[config.mk]
export PLATFORM = sky130hd
export DESIGN_NAME = isram_boot_loader
export DESIGN_NICKNAME = d
export VERILOG_FILES = /design/src/rtl/isram_boot_loader.sv
export SDC_FILE = /design/constraint.sdc
export NUM_CORES = 1
export LEC_CHECK = 0
export CAP_MARGIN = 20
export CORE_ASPECT_RATIO = 2
export CORE_UTILIZATION = 49
export CTS_BUF_LIST = sky130_fd_sc_hd__clkbuf_16
export DETAILED_ROUTE_END_ITERATION = 7
export PLACE_DENSITY = 0.82
export SLEW_MARGIN = 20
export SYNTH_ARGS = -nofsm -noshare
export SYNTH_HDL_FRONTEND = slang
export SYNTH_SLANG_ARGS = --single-unit
[constraint.sdc]
create_clock -name HCLK -period 4.8 [get_ports HCLK]
set_input_delay 0.72 -clock HCLK [delete_from_list [all_inputs] [get_ports HCLK]]
set_output_delay 0.72 -clock HCLK [all_outputs]
set_load 0.02 [all_outputs]
[src/rtl/isram_boot_loader.sv]
// Boot-time AHB-Lite master: loads a length-prefixed byte image into instruction SRAM.
// Define ISRAM_BOOT_CHECKSUM_EN to require a trailing 8-bit additive checksum byte.
module isram_boot_loader #(
    parameter int              AW        = 16,
    parameter logic [AW-1:0]   BASE_ADDR = {AW{1'b0}}
) (
    input  logic          HCLK,
    input  logic          HRESET,
    input  logic [7:0]    RX_DATA,
    input  logic          RX_VALID,
    output logic          RX_READY,
    output logic [AW-1:0] HADDR,
    output logic [1:0]    HTRANS,
    output logic          HWRITE,
    output logic [2:0]    HSIZE,
    output logic [31:0]   HWDATA,
    input  logic          HREADY,
    input  logic          HRESP,
    output logic          CPU_HOLD,
    output logic          BOOT_DONE,
    output logic          BOOT_ERR
);

    typedef enum logic [3:0] {
        S_IDLE  = 4'd0,
        S_LEN0  = 4'd1,
        S_LEN1  = 4'd2,
        S_BYTES = 4'd3,
        S_ADDR  = 4'd4,
        S_DATA  = 4'd5,
`ifdef ISRAM_BOOT_CHECKSUM_EN
        S_CSUM  = 4'd6,
`endif
        S_DONE  = 4'd7,
        S_ERROR = 4'd8
    } state_t;

    // The image may not exceed the word capacity of the SRAM window.
    localparam logic [32:0] MAX_WORDS = 33'd1 << (AW - 2);
`ifdef ISRAM_BOOT_CHECKSUM_EN
    localparam state_t S_FIN = S_CSUM;
`else
    localparam state_t S_FIN = S_DONE;
`endif

    state_t        state_r;
    state_t        state_s;
    logic [7:0]    cnt_lo_r;
    logic [15:0]   cnt_r;
    logic [15:0]   idx_r;
    logic [1:0]    bsel_r;
    logic [31:0]   word_r;
    logic [AW-1:0] addr_r;
`ifdef ISRAM_BOOT_CHECKSUM_EN
    logic [7:0]    sum_r;
`endif
    logic          rx_ready_r;
    logic [1:0]    htrans_r;
    logic [AW-1:0] haddr_r;
    logic          hwrite_r;
    logic [31:0]   hwdata_r;
    logic          cpu_hold_r;
    logic          boot_done_r;
    logic          boot_err_r;

    logic          acc_s;
    logic [15:0]   cnt_s;
    logic          too_big_s;
    logic          last_s;

    assign acc_s     = RX_VALID && rx_ready_r;
    assign cnt_s     = {RX_DATA, cnt_lo_r};
    assign too_big_s = ({17'd0, cnt_s} > MAX_WORDS);
    assign last_s    = ((idx_r + 16'd1) == cnt_r);

    // Next-state decode for the image parser and bus sequencer.
    always_comb begin
        state_s = state_r;
        case (state_r)
            S_IDLE: state_s = S_LEN0;
            S_LEN0: begin
                if (acc_s) state_s = S_LEN1;
                else       state_s = S_LEN0;
            end
            S_LEN1: begin
                if (!acc_s)                state_s = S_LEN1;
                else if (too_big_s)        state_s = S_ERROR;
                else if (cnt_s == 16'd0)   state_s = S_FIN;
                else                       state_s = S_BYTES;
            end
            S_BYTES: begin
                if (acc_s && (bsel_r == 2'd3)) state_s = S_ADDR;
                else                           state_s = S_BYTES;
            end
            S_ADDR: begin
                if (HREADY) state_s = S_DATA;
                else        state_s = S_ADDR;
            end
            S_DATA: begin
                if (HRESP)       state_s = S_ERROR;
                else if (!HREADY) state_s = S_DATA;
                else if (last_s) state_s = S_FIN;
                else             state_s = S_BYTES;
            end
`ifdef ISRAM_BOOT_CHECKSUM_EN
            S_CSUM: begin
                if (!acc_s)                state_s = S_CSUM;
                else if (RX_DATA == sum_r) state_s = S_DONE;
                else                       state_s = S_ERROR;
            end
`endif
            S_DONE:  state_s = S_DONE;
            S_ERROR: state_s = S_ERROR;
            default: state_s = S_ERROR;
        endcase
    end

    // State, count, word packing and address tracking.
    always_ff @(posedge HCLK) begin
        if (HRESET) begin
            state_r  <= S_IDLE;
            cnt_lo_r <= 8'd0;
            cnt_r    <= 16'd0;
            idx_r    <= 16'd0;
            bsel_r   <= 2'd0;
            word_r   <= 32'd0;
            addr_r   <= BASE_ADDR;
`ifdef ISRAM_BOOT_CHECKSUM_EN
            sum_r    <= 8'd0;
`endif
        end else begin
            state_r <= state_s;
            if ((state_r == S_LEN0) && acc_s) begin
                cnt_lo_r <= RX_DATA;
            end
            if ((state_r == S_LEN1) && acc_s) begin
                cnt_r  <= cnt_s;
                idx_r  <= 16'd0;
                bsel_r <= 2'd0;
                addr_r <= BASE_ADDR;
`ifdef ISRAM_BOOT_CHECKSUM_EN
                sum_r  <= 8'd0;
`endif
            end
            if ((state_r == S_BYTES) && acc_s) begin
                case (bsel_r)
                    2'd0:    word_r[7:0]   <= RX_DATA;
                    2'd1:    word_r[15:8]  <= RX_DATA;
                    2'd2:    word_r[23:16] <= RX_DATA;
                    default: word_r[31:24] <= RX_DATA;
                endcase
                bsel_r <= bsel_r + 2'd1;
`ifdef ISRAM_BOOT_CHECKSUM_EN
                sum_r  <= sum_r + RX_DATA;
`endif
            end
            if ((state_r == S_DATA) && HREADY && !HRESP) begin
                idx_r  <= idx_r + 16'd1;
                addr_r <= addr_r + {{(AW-3){1'b0}}, 3'b100};
            end
        end
    end

    // Outputs registered from the next state so they line up with state_r.
    always_ff @(posedge HCLK) begin
        if (HRESET) begin
            rx_ready_r  <= 1'b0;
            htrans_r    <= 2'b00;
            haddr_r     <= {AW{1'b0}};
            hwrite_r    <= 1'b0;
            hwdata_r    <= 32'd0;
            cpu_hold_r  <= 1'b1;
            boot_done_r <= 1'b0;
            boot_err_r  <= 1'b0;
        end else begin
            rx_ready_r  <= (state_s == S_LEN0) || (state_s == S_LEN1) ||
`ifdef ISRAM_BOOT_CHECKSUM_EN
                           (state_s == S_CSUM) ||
`endif
                           (state_s == S_BYTES);
            htrans_r    <= (state_s == S_ADDR) ? 2'b10 : 2'b00;
            hwrite_r    <= (state_s == S_ADDR);
            if (state_s == S_ADDR) begin
                haddr_r <= addr_r;
            end
            if (state_s == S_DATA) begin
                hwdata_r <= word_r;
            end
            cpu_hold_r  <= (state_s != S_DONE);
            boot_done_r <= (state_s == S_DONE);
            boot_err_r  <= (state_s == S_ERROR);
        end
    end

    assign RX_READY  = rx_ready_r;
    assign HTRANS    = htrans_r;
    assign HADDR     = haddr_r;
    assign HWRITE    = hwrite_r;
    assign HSIZE     = 3'b010;
    assign HWDATA    = hwdata_r;
    assign CPU_HOLD  = cpu_hold_r;
    assign BOOT_DONE = boot_done_r;
    assign BOOT_ERR  = boot_err_r;

endmodule
* Word level (Yosys, flattened, before mapping)
Index checks and enable logic that the tools add are counted.
Widths: inputs -> output; s select.
** Word-level totals
- Flip-flop bits (word level) :: 149
- Bits in latches :: 0
- Bits in writable memories :: 0
- Memory bits (read-only) :: 0
- Input bits :: 13
- Output and inout port bits :: 58
- Logic and storage cells :: 77
- Memories kept :: 0
** Cells by class
- $add $sub $neg :: 3
- $mul :: 0
- Div/mod/pow operators :: 0
- Magnitude comparators :: 1
- Equal/unequal tests :: 18
- Shifts and indexed selects :: 0
- Multiplexer cells :: 16
- Bitwise operators :: 1
- Reductions and logical operators :: 20
** Operators by type and width (count)
- $mux 16 :: 3
- $pmux 4 s7 :: 1
- $eq 4x3->1 const B :: 6
- $add 16x1->16 const B :: 1
- $add 16x3->16 const B :: 1
- $eq 16x16->1 :: 1
- $eq 4x2->1 const B :: 4
- $gt 16x15->1 const B :: 1
- $logic_not 16->1 :: 1
- $mux 3 :: 4
- $mux 4 :: 3
- $eq 4x1->1 const B :: 2
- $mux 2 :: 4
- $reduce_and 2->1 :: 4
- $logic_and 1x1->1 :: 7
- $eq 2x2->1 const B :: 2
- $eq 4x4->1 const B :: 1
- $logic_not 4->1 :: 1
- $ne 4x3->1 const B :: 1
- $reduce_bool 2->1 :: 2
- $reduce_or 3->1 :: 1
- $add 2x1->2 const B :: 1
- $eq 2x1->1 const B :: 1
- $logic_not 2->1 :: 1
- 4 further kinds :: 5

* Longest topological paths before layout
Gate-level depths: netlist (run 1).
- Word-level depth :: 9
- Mapped depth :: 11
- Gate-level depth less buffers :: 8

* Worst setup path before layout (run 1)
OpenSTA, ideal clock, no wires.
- Path kind :: input to register
- Start point :: input RX_DATA[7]
- End point :: register haddr_r[10], in the netlist HADDR[10]
- Library setup time :: 0.128 ns
- Arrival time :: 2.467 ns
- Required time :: 4.672 ns
- Setup slack :: 2.206 ns
- Stages on the path :: 10
- Path buffers :: 3
- Path through :: clkbuf_1 > nor4_1 > a41oi_1 > nand3_1 > a211oi_1 > nand3b_1 > buf_2 > buf_4 > mux2i_1 > nor2_1
** On the way
- Word-level cells in the longest chain between the ends :: 6
- Elaborated cells on any way between the ends :: 7
- Those cells by class :: 1 x order compare; 1 x eq/ne; 4 x mux; 1 x reduce/logical
** Ends and longest elaborated chain
- from (decl) :: line 9 : input logic [7:0] RX_DATA,
- parallel branches: the longest is 2 deep, another holds $gt 16x15->1
- $mux 4 (*) :: line 87 : else if (too_big_s) state_s = S_ERROR;
- $mux 4 (*) :: line 86 : if (!acc_s) state_s = S_LEN1;
- $pmux 4 s7 (*) :: line 79 : case (state_r)
- $eq 4x3->1 (*) :: line 183 : if (state_s == S_ADDR) begin
- to (signal assigned) :: line 169 : haddr_r <= {AW{1'b0}};
- to (signal assigned) :: line 184 : haddr_r <= addr_r;
- to (decl) :: line 59 : logic [AW-1:0] haddr_r;
Mark *: on every way between the ends.
A chain may end at the register's enable or synchronous reset.

* Worst setup path in the final report (run 1)
- Start point :: input RX_DATA[5]
- End point :: register hwdata_r[0], in the netlist HWDATA[0]
** On the way
- Word-level cells in the longest chain between the ends :: 6
- Elaborated cells on any way between the ends :: 7
- Those cells by class :: 1 x order compare; 1 x eq/ne; 4 x mux; 1 x reduce/logical
** Ends and longest elaborated chain
- parallel branches: the longest is 2 deep, another holds $gt 16x15->1
- $mux 4 (*) :: line 87
- $mux 4 (*) :: line 86
- $pmux 4 s7 (*) :: line 79
- $eq 4x3->1 (*) :: line 186 : if (state_s == S_DATA) begin
- to (signal assigned) :: line 187 : hwdata_r <= word_r;
- to (decl) :: line 61 : logic [31:0] hwdata_r;
Marks and branches as above.

==> qor.yml, run 1 <==
min_path:
  min_path_type: "reg -> reg"
status:
  status: "finished clean"
clocking:
  cts_tree: "built"
  cts_resized: 0
  clkSinkCount: 143
  clk_latency_ns: 0.42
  cts_buffers: 17
  cts_setup_buffers: 0
  hold_buffers: 0
  htreeDepth: 4
  clkTransAtPathRegs_ns: 0.06
  root_buffer: "clkbuf_16"
  cts_buffer_depth: 2
power:
  intPower_uw: 1990
  swShare_pct: 22.6
  p_seq_share_pct: 46.8
  power_switching_uw: 580
  combPwrFrac_pct: 3.6
  ir_drop_uv: 272
  powerDensity_mw_per_mm2: 333
  p_clk_share_pct: 49.6
  p_leak_uw: 0.00292
logic_synthesis:
  synth-async-reset-ratio_pct: 0
  synth_seq_cells: 143
  synth_top_family_by_area: "simple AND/OR/NAND/NOR gates"
  ys_warn_count: 0
  ys_types: 57
  post_synth_and_or_nand_nor_area_fraction_pct: 27.3
  yosys.area_share.adder_pct: 1.15
  ys_seq_area_share_pct: 43.9
  synth_flop_cell: "dfxtp_1"
  syn_area_per_cell_sq_um: 8.45
  syn_inst: 771
  synth-xor-area-share_pct: 2.29
  syn_area_sq_mm: 0.00651
  synth-edff-count: 0
  synth.area.mux_share_pct: 9.41
  synth_compound_area_share_pct: 11.0
sta:
  tightest_slew_ns: 0.934
  tns_ns: 0
  finalHoldViolCount: 0
  finalSetupViolations: 0
  timing.final.crit_share_pct: 70.0
  fin_crit_ns: 3.36
  slew-limit-headroom_pct: 37.8
  rsz0062_at_grt: "false"
  whs_ns: 0.454
  fin_worst_skew_ns: 0.0108
  max_freq_mhz: 298
  slew_viol_final: 0
critical_path:
  end_kind: "flop"
  cp.arrival_ns: 3.65
  cp_max_fo: 18
  crit_type: "in -> reg"
  cp_data_required_time_ns: 5.09
  setup.worst_path.start_class: "input port"
finish:
  layout_commonest_cell: "dfxtp_1"
  final_cell_mix: "dfxtp_1, nand2_1, a21oi_1"
  diodes: 0
  layout-drive-gt1-share_pct: 6.26
  nNetsFinal: 823
  final_cell_area_sq_mm: 0.00772
  fin_cells: 967
  n_fill_cell: 1090
  area_delta_synth_final_pct: 18.5
placed_design:
  dp_hpwl_mm: 10.7
  dp_cells: 937
  placed_cell_area_sq_mm: 0.00715
  finalWeightedCongestion: 0.930
  port_buffers: 64
floorplanning:
  num_io_pins: 71
  floorplan.initialDensity_pct: 50.1
  die_area_sq_mm: 0.0138
  die_w_microns: 83.5
  rows: 59
  die_h_microns: 165
  core_area_sq_mm: 0.0130
grt:
  grt_pass1_wl_mm: 26.0
  grt_pass1_vias: 5382
  grt-ovfl-total: 0
  grt_max_degree: 119
  grtUsageTotal_pct: 24.0
  grt_antenna_before_repair: 0
route:
  wl_per_cell_microns: 16.2
  first_iter_violations: 429
  via_count: 5555
  antenna_left: 0
  drc: 0
  drt-vias-per-instance: 5.74
  routed_wl_mm: 15.7
  first_pass_iters: 5
job:
  drv_cap: 0
-- cell usage after synthesis (all sizes together), types with 6 or more instances --
| library cell | n | area share [%] |
|---|---|---|
| a21oi | 71 | 5.5 |
| nand3 | 51 | 4.0 |
| a311oi | 6 | 0.81 |
| nand4 | 9 | 0.86 |
| ha | 6 | 1.2 |
| nand2b | 68 | 6.5 |
| nand2 | 94 | 5.4 |
| o21ai | 17 | 1.4 |
| nand3b | 7 | 0.81 |
| clkbuf | 42 | 2.4 |
| and3 | 10 | 0.96 |
| nor3 | 14 | 1.1 |
| dfxtp | 143 | 44 |
| nor2 | 68 | 3.9 |
| nor4 | 7 | 0.86 |
| xnor2 | 8 | 1.1 |
| buf | 22 | 2.1 |
| mux2i | 59 | 9.1 |
| xor2 | 9 | 1.2 |
-- layout make-up --
class | instances | area (sq um) | area share (%)
inverter | 4 | 15.0 | 0.195
tap | 152 | 190 | 2.46
sequential | 143 | 2860 | 37.1
clock buffer | 17 | 425 | 5.51
multi-input combinational | 564 | 3370 | 43.7
timing repair buffer | 74 | 713 | 9.24
clock inverter | 13 | 141 | 1.83
-- critical path: stages --
cell and delay [ns]:
clkdlybuf4s50_1 0.64, nor4_1 0.13, a41oi_1 0.41, nand3_1 0.12, a211oi_1 0.61, nor2b_1 0.31
o21ai_4 0.23, buf_4 0.31, mux2i_1 0.15
-- worst paths after layout --
kind / start / to / slack, ns / cells after the start
max reg2reg: idx_r[0] / HWDATA[2] / 1.48 / 9
min reg2reg: word_r[30] / word_r[30] / 0.45 / 2
min: word_r[30] / word_r[30] / 0.45 / 2
max: RX_DATA[5] / HWDATA[0] / 1.44 / 9
-- power by group through the flow --
stage / Clock (uW) / Combinational [uW] / Sequential, uW
4_1_cts: 1280 / 92.4 / 1200
2_1_floorplan: 0 / 66.4 / 1220
3_5_place_dp: 0 / 91.5 / 1230
6_report: 1270 / 93.1 / 1200
5_1_grt: 1340 / 100 / 1200
3_3_place_gp: 0 / 90.3 / 1230
-- state kept, by name, indices dropped and copies added, names as in the netlist, 2 cells and up --
register and cells:
HADDR 14, HWDATA 32, addr_r 14, bsel_r 2, cnt_lo_r 8, cnt_r 16, idx_r 16, state_r 4
word_r 32
-- stage by stage --
step                worst slack (ns)  power (uW)  utilization, %
CTS                             1.46        2580            59.4
floorplan                       2.21        1290               -
global route                    1.24        2640            59.4
detailed placement              1.14        1320            55.0
finish                          1.44        2570            59.4
global placement                1.26        1320            55.0
-- cell families after synthesis --
group	after synthesis
compound gates	122
xor+xnor	17
fa+ha+maj	6
buf+inv	68
flops	143
mux	61
other cells	2
simple gates	352
-- routing by layer --
layer | share of wire (%) | GRT usage [%] | vias to the layer above | wire [microns]
met4 | 5.1 | 15.1 | 0 | 808
li1 | - | - | 2704 | -
met2 | 55 | 45.5 | 201 | 8570
met5 | 0 | 0 | - | 0
met3 | 4.2 | 5.27 | 55 | 659
met1 | 36 | 23.4 | 2595 | 5660
Power figures use the tool's default switching activity.
==> inputs of run 2 (changes only) <==
- PLACE_DENSITY: 0.82 -> 0.85
- clock period: 4.8 -> 2.9 ns (I/O delays scaled with it)
==> qor.yml, run 2 (synthesized netlist as in run 1, its figures left out) <==
power:
  ir_drop_uv: 570
  powerDensity_mw_per_mm2: 563
  combPwrFrac_pct: 3.8
  power_switching_uw: 999
  p_seq_share_pct: 44.2
  swShare_pct: 22.2
  p_leak_uw: 0.00308
  p_clk_share_pct: 51.9
  intPower_uw: 3500
route:
  drt-vias-per-instance: 5.68
  first_pass_iters: 7
  routed_wl_mm: 15.9
  antenna_left: 0
  via_count: 5630
  wl_per_cell_microns: 16.0
  drc: 0
  first_iter_violations: 341
placed_design:
  port_buffers: 64
  finalWeightedCongestion: 0.887
  dp_hpwl_mm: 10.8
  dp_cells: 959
critical_path:
  cp_data_required_time_ns: 3.20
  cp.arrival_ns: 2.98
  setup.worst_path.start_class: "flop"
  cp_max_fo: 9
  ff2ff_path_depth: 9
  critPathMaxStageDelay_ns: 0.51
  path_cells: "ha_1 -> and3_4 -> nand3_1 -> nor3_1 -> o31ai_1 -> buf_4 -> nor4_2 -> nor2_1 -> or4_1"
  slowest_stage: "or4_1"
  crit_type: "reg -> reg"
  end_kind: "flop"
clocking:
  cts_buffer_depth: 2
  cts_tree: "built"
  cts_setup_buffers: 0
  cts_buffers: 17
  clk_latency_ns: 0.42
  root_buffer: "clkbuf_16"
  clkSinkCount: 143
  hold_buffers: 0
  htreeDepth: 4
  clkTransAtPathRegs_ns: 0.06
  cts_resized: 0
sta:
  slew_viol_final: 0
  timing.final.crit_share_pct: 92.4
  slew-limit-headroom_pct: 43.6
  finalHoldViolCount: 0
  fin_worst_skew_ns: 0.00824
  tns_ns: 0
  finalSetupViolations: 0
  tightest_slew_ns: 0.843
  rsz0062_at_grt: "false"
  fin_crit_ns: 2.68
  max_freq_mhz: 373
  whs_ns: 0.457
grt:
  grtUsageTotal_pct: 23.9
  grt_pass1_wl_mm: 26.1
  grt_pass1_vias: 5507
  grt-ovfl-total: 0
  grt_antenna_before_repair: 0
  grt_max_degree: 140
finish:
  utilization_pct: 61.5
  nNetsFinal: 845
  diodes: 0
  area_delta_synth_final_pct: 22.6
  layout_commonest_cell: "dfxtp_1"
  n_fill_cell: 1083
  layout-drive-gt1-share_pct: 8.94
  fin_cells: 991
  final_cell_mix: "dfxtp_1, nand2_1, a21oi_1"
floorplanning:
  floorplan.initialDensity_pct: 50.1
  rows: 59
  die_area_sq_mm: 0.0138
  num_io_pins: 71
  core_area_sq_mm: 0.0130
  die_h_microns: 165
  die_w_microns: 83.5
status:
  status: "finished clean"
min_path:
  min_path_cells: 2
  min_path_type: "reg -> reg"
job:
  drv_cap: 0
-- run 2: cell types whose count changed in the layout (fill, tap and decap cells not counted), moves of 2 or more --
cell and change:
clkinvlp_4 -5, clkinv_2 -2, buf_12 +2, bufinv_16 +2, buf_4 +19, inv_6 +3
-- run 2: cell type report --
cell class	count	area (sq um)	share of cell area (%)
Multi-Input combinational cell	564	3380	42.3
Sequential cell	143	2860	35.8
Timing Repair Buffer	96	907	11.4
Clock buffer	17	425	5.32
Clock inverter	15	208	2.60
Tap cell	152	190	2.38
Inverter	4	15.0	0.188
-- run 2: per-stage QoR --
step | setup WS, ns | area, sq um | total power [uW]
after global placement | 0.0847 | 7340 | 2200
final | 0.221 | 7990 | 4500
after detailed placement | 0.00454 | 7340 | 2200
after CTS | 0.0462 | 7970 | 4520
after global routing | 0.0208 | 7990 | 4620
after floorplan | 0.370 | 6530 | 2140
-- run 2: path summary, 6_finish.rpt --
kind,from,to,slack (ns)
max,idx_r[1],CPU_HOLD,0.22
min,word_r[20],word_r[20],0.46
max reg2reg,idx_r[1],CPU_HOLD,0.22
min reg2reg,word_r[20],word_r[20],0.46
-- run 2: power groups by stage --
stage / Combinational, uW / Sequential, uW / Clock (uW)
after global routing: 185 / 1990 / 2440
after detailed placement: 169 / 2030 / 0
after global placement: 168 / 2030 / 0
final: 173 / 1990 / 2340
after CTS: 170 / 1990 / 2360
after floorplan: 110 / 2030 / 0
-- run 2: critical path: cells and delay by family (launching register included) --
family	cells	cell delay, ns
AO/OA/AOI/OAI	1	0.11
adder cells (fa/ha/maj)	1	0.27
buffers and inverters	1	0.17
flip-flops	1	0.42
AND/OR/NAND/NOR	6	1.59
-- run 2: routing by layer --
layer | wire length [microns] | global-route usage (%) | up-vias
met5 | 0 | 0 | -
met4 | 861 | 17.7 | 0
met3 | 612 | 4.47 | 62
met2 | 8770 | 44.7 | 206
met1 | 5610 | 23.2 | 2605
li1 | - | - | 2757
